<file path="src/rtl/red_pitaya_pwm_dac.sv">
// -----------------------------------------------------------------------------
// red_pitaya_pwm_dac
//
// Four-channel PWM generator that feeds the external RC filters of the slow
// analog outputs. Each 24-bit configuration word holds an 8-bit base duty D
// in [23:16] and a 16-bit dither mask M in [15:0]. With dithering enabled,
// a frame is 16 PWM periods, and period k is stretched by one clock when M[k]
// is set, so the mean level is (16*D + popcount(M)) / (16*FULL).
//
// Parameters:
//   FULL      PWM period length in clocks, legal range 2..256.
//
// Ports:
//   clk_i     PWM clock, single clock domain.
//   rst_i     synchronous, active-high reset.
//   cfg_a_i   channel A word: [23:16] base duty, [15:0] dither mask.
//   cfg_b_i   channel B word, same format.
//   cfg_c_i   channel C word, same format.
//   cfg_d_i   channel D word, same format.
//   pwm_o     registered PWM outputs, bit 0 = A ... bit 3 = D.
//   frame_o   one-cycle pulse in the cycle the new frame's words are latched.
//
// Build option:
//   PWM_DITHER_EN  when defined, enables the 16-bit dither mask and the
//                  16-period frame. When undefined, the mask is ignored, the
//                  duty is D, and every period is a frame.
// -----------------------------------------------------------------------------
module red_pitaya_pwm_dac #(
    parameter int unsigned FULL = 156
) (
    input  logic        clk_i,
    input  logic        rst_i,
    input  logic [23:0] cfg_a_i,
    input  logic [23:0] cfg_b_i,
    input  logic [23:0] cfg_c_i,
    input  logic [23:0] cfg_d_i,
    output logic [3:0]  pwm_o,
    output logic        frame_o
);

    localparam logic [7:0] CntMax = 8'(FULL - 1);

    logic [23:0] cfg [4];
    logic [7:0]  cnt_q;
    logic [8:0]  dty_q [4];
    logic        period_end;
    logic        frame_end;

    assign cfg[0] = cfg_a_i;
    assign cfg[1] = cfg_b_i;
    assign cfg[2] = cfg_c_i;
    assign cfg[3] = cfg_d_i;

    assign period_end = (cnt_q == CntMax);

`ifdef PWM_DITHER_EN

    logic [3:0]  bcnt_q;
    logic [3:0]  bcnt_next;
    logic [23:0] shadow_q [4];

    assign bcnt_next = bcnt_q + 4'd1;
    assign frame_end = period_end && (bcnt_q == 4'd15);

    always_ff @(posedge clk_i) begin
        if (rst_i) begin
            bcnt_q <= '0;
        end else if (period_end) begin
            bcnt_q <= bcnt_next;
        end
    end

    // At the frame boundary the new word bypasses the shadow so that period 0
    // of the new frame already uses it. Mid-frame reloads read the shadow
    // only, which keeps writes to cfg_*_i glitch-free.
    always_ff @(posedge clk_i) begin
        for (int ch = 0; ch < 4; ch++) begin
            if (rst_i || frame_end) begin
                shadow_q[ch] <= cfg[ch];
                dty_q[ch]    <= {1'b0, cfg[ch][23:16]} + 9'(cfg[ch][0]);
            end else if (period_end) begin
                dty_q[ch]    <= {1'b0, shadow_q[ch][23:16]}
                              + 9'(shadow_q[ch][{1'b0, bcnt_next}]);
            end
        end
    end

`else

    logic unused_mask;

    // Every period end is a frame boundary. The duty register captures D at
    // that point and holds it for the whole period, so it doubles as the
    // shadow.
    assign frame_end   = period_end;
    assign unused_mask = ^{cfg[0][15:0], cfg[1][15:0], cfg[2][15:0], cfg[3][15:0]};

    always_ff @(posedge clk_i) begin
        for (int ch = 0; ch < 4; ch++) begin
            if (rst_i || frame_end) begin
                dty_q[ch] <= {1'b0, cfg[ch][23:16]};
            end
        end
    end

`endif

    // 9-bit compare: a duty of FULL or more keeps the output high for the whole
    // period without wrapping.
    always_ff @(posedge clk_i) begin
        if (rst_i) begin
            cnt_q   <= '0;
            pwm_o   <= '0;
            frame_o <= 1'b0;
        end else begin
            cnt_q   <= period_end ? 8'd0 : cnt_q + 8'd1;
            frame_o <= frame_end;
            for (int ch = 0; ch < 4; ch++) begin
                pwm_o[ch] <= ({1'b0, cnt_q} < dty_q[ch]);
            end
        end
    end

endmodule

</file>
<file path="config.mk">
export PLATFORM = sky130hd
export DESIGN_NAME = red_pitaya_pwm_dac
export DESIGN_NICKNAME = d
export VERILOG_FILES = /design/src/rtl/red_pitaya_pwm_dac.sv
export SDC_FILE = /design/constraint.sdc
export NUM_CORES = 1
export LEC_CHECK = 0
export BUFFER_PORTS_ARGS = -buffer_cell sky130_fd_sc_hd__buf_2
export CORE_UTILIZATION = 35
export DETAILED_ROUTE_END_ITERATION = 6
export GPL_TIMING_DRIVEN = 0
export PLACE_DENSITY = 0.62
export SLEW_MARGIN = 20
export SYNTH_ARGS = -nofsm -noshare
export SYNTH_HDL_FRONTEND = slang
export SYNTH_SLANG_ARGS = --single-unit
</file>
<file path="constraint.sdc">
create_clock -name clk_i -period 5.4 [get_ports clk_i]
set_input_delay 0.54 -clock clk_i [delete_from_list [all_inputs] [get_ports clk_i]]
set_output_delay 0.54 -clock clk_i [all_outputs]
set_load 0.01 [all_outputs]
</file>
==> impl_metrics.yaml <==
sta:
  finalSetupViolCount: 0
  post-route-period-util_pct: 37.65
  tns_ns: 0
  rsz0062_at_grt: "false"
  max-slew-margin-rel_pct: 69.45
  fmax_ghz: 0.4919
  period_needed_ns: 2.033
  fin_skew_ns: 0.006672
  worst_pin_slew_ns: 0.4576
  fin_ws_ns: 3.367
  hold_viol: 0
  slew_viol_final: 0
power:
  p_int_mw: 0.5053
  p_clk_share_pct: 31.0
  power_frac_comb_pct: 8.0
  power.density_nw_per_um2: 263.9
  p_sw_share_pct: 22.18
  switchingPower_mw: 0.1440
  peakVddDrop_mv: 0.09524
  leakage_nw: 1.159
  seqPwrFrac_pct: 61.0
finish:
  most-common-layout-cells: "buf_2, edfxtp_1, inv_1"
  antenna_cells: 0
  drive_gt1_share_pct: 22.07
  final_common_cell: "buf_2"
  nets: 339
  finish.utilization_pct: 43.60
  syn_to_final_growth_pct: 17.16
clock_tree:
  post_cts_buffers: 0
  cts_root_buffer: "clkbuf_8"
  cts_made_buffers: 5
  clk_path_buf_depth: 2
  clk_pin_slew_ns: 0.08
  hold_buffers: 0
  cts_sinks: 45
  h-tree-depth: 2
  clk_latency_ns: 0.30
  cts_resized: 0
  tritoncts: "done"
floorplan:
  dieWidth_um: 79.45
  die_y_um: 79.45
  ios: 103
  coreArea_um2: 5642
  start_util_pct: 37.21
  dieArea_um2: 6312
  rows: 27
place:
  port_buffers: 38
  pre_cts_ws_ns: 3.349
  dp_hpwl_mm: 2.415
  routabilityCongestion: 0.7340
worst_setup_path:
  arrival_ns: 2.00
  crit_path_end_kind: "flop"
  r2r-end: "dty_q[1][3]"
  slowest_delay_ns: 0.48
  path_class: "flop to flop"
  reg2reg_from: "cnt_q[0]"
  worst-r2r-setup-slack_ns: 3.37
  path_cells: "ha_1, nand3b_1, or4_4, nand2b_2, buf_6"
  start_kind: "flop"
  cp.required_ns: 5.37
  critical_path.max_fanout: 40
  r2r_cells: 5
  crit_path_top_delay_cell: "dfxtp_1"
  crit_path_start: "cnt_q[0]"
synthesis:
  async_reset_ff_share_pct: 0
  synthFlopType: "edfxtp_1"
  netlist-cell-type-count: 27
  syn_avg_cell_area_um2: 12.57
  yosys_register_bits: 45
  synth_fp_nets: 294
  synthCells: 167
  syn_area_um2: 2100
  synthDominantCellAreaShare_pct: 45.77
  synth_edf_count: 32
  ys_top_cells_by_area: "edfxtp_1, ha_1, dfxtp_1, inv_1, nor2_1"
  yosysWarnings: 0
  synth_top_area_cell: "edfxtp_1"
  ys_seq_area_share_pct: 58.16
global_route:
  grt-ovfl-total: 0
  grt_pass1_vias: 1379
  grt_max_degree: 41
  antenna_found_initial: 0
  grt_pass1_wl_mm: 6.168
  grt_util_all_layers_pct: 13.20
hold_path:
  hold_depth: 1
  hold_class: "input pin to flop"
  hold_start: "cfg_a_i[23]"
  worstHoldEndpoint: "dty_q[0][7]"
routing:
  vias: 1327
  ant_nets: 0
  wl_per_cell_um: 12.52
  routed_via_density: 4.656
  drcViolationCount: 0
  drt-pass1-iter-count: 4
  drt_iter0_markers: 48
  routed_wl_mm: 3.569
run_status:
  status: "completed"
flow_run:
  drv_cap: 0
## sequential cells by signal, summed over array words and instances, names as in the netlist
signal / flops
cnt_q: 8
pwm_o: 4
frame_o: 1
dty_q: 32
## cell usage after synthesis (2+ instances only)
cell	number
o2111ai_1	3
o21a_1	6
a2111oi_0	3
nor2_1	13
dfxtp_1	13
nand3_1	4
a211oi_1	4
inv_1	30
a21o_1	3
xor2_1	3
edfxtp_1	32
o21ai_0	3
nor3_1	2
a21oi_1	5
xnor2_1	3
ha_1	29
## through the flow
step / hold slack [ns] / instances / cell area (µm²) / total power [mW]
floorplan: 0.4599 / 167 / 2100 / 0.4329
global placement: 0.5303 / 277 / 2380 / 0.4556
detailed placement: 0.5338 / 277 / 2380 / 0.4573
CTS: 0.4061 / 285 / 2460 / 0.6568
global route: 0.3971 / 285 / 2460 / 0.6830
finish: 0.4139 / 285 / 2460 / 0.6492
## critical path: cells and delay by family, from the launching register on
family,cells,cell delay [ns]
simple gates,3,0.61
buf+inv,1,0.31
fa+ha+maj,1,0.29
flops,1,0.48
## routing by layer
metal / vias to the layer above / wire (µm) / global-route usage [%]
met2: 25 / 1738 / 22.82
met3: 6 / 137 / 3.886
li1: 685 / - / -
met5: - / 0 / 0
met4: 0 / 48 / 5.636
met1: 611 / 1645 / 15.03
## logic make-up (layout without fill, tap and decap cells)
group / after synthesis / in the layout / synth area share [%]
adders and majority gates: 29 / 29 / 17.28
and+or+nand+nor: 27 / 27 / 6.437
DFF: 45 / 45 / 58.16
AOI/OAI and AO/OA: 29 / 29 / 9.714
buffers and inverters: 31 / 77 / 5.900
xor gates and xnor gates: 6 / 6 / 2.503
## worst max path at each step
stage,end,slack (ns),cells past startpoint
2_1_floorplan,dty_q[0][0],3.61,5
4_1_cts,dty_q[3][4],3.34,5
6_report,dty_q[1][3],3.37,5
3_3_place_gp,dty_q[3][3],3.35,5
3_5_place_dp,dty_q[3][4],3.35,5
5_1_grt,dty_q[3][4],3.22,5
## power by group through the flow
stage	clock, mW	combinational, mW	sequential (mW)
after floorplan	0	0.0307	0.402
after global placement	0	0.0514	0.404
after detailed placement	0	0.0529	0.404
after CTS	0.207	0.0534	0.396
after global routing	0.224	0.0612	0.398
final	0.201	0.0521	0.396
## layout make-up
type | instances | area (µm²)
fill | 535 | 3182
sequential | 45 | 1221
multi-input combinational | 91 | 754.5
timing repair buffer | 38 | 190.2
inverter | 30 | 112.6
tap | 72 | 90.09
clock buffer | 8 | 80.08
buffer | 1 | 11.26
Note: power is estimated with default switching activity, not from simulation.
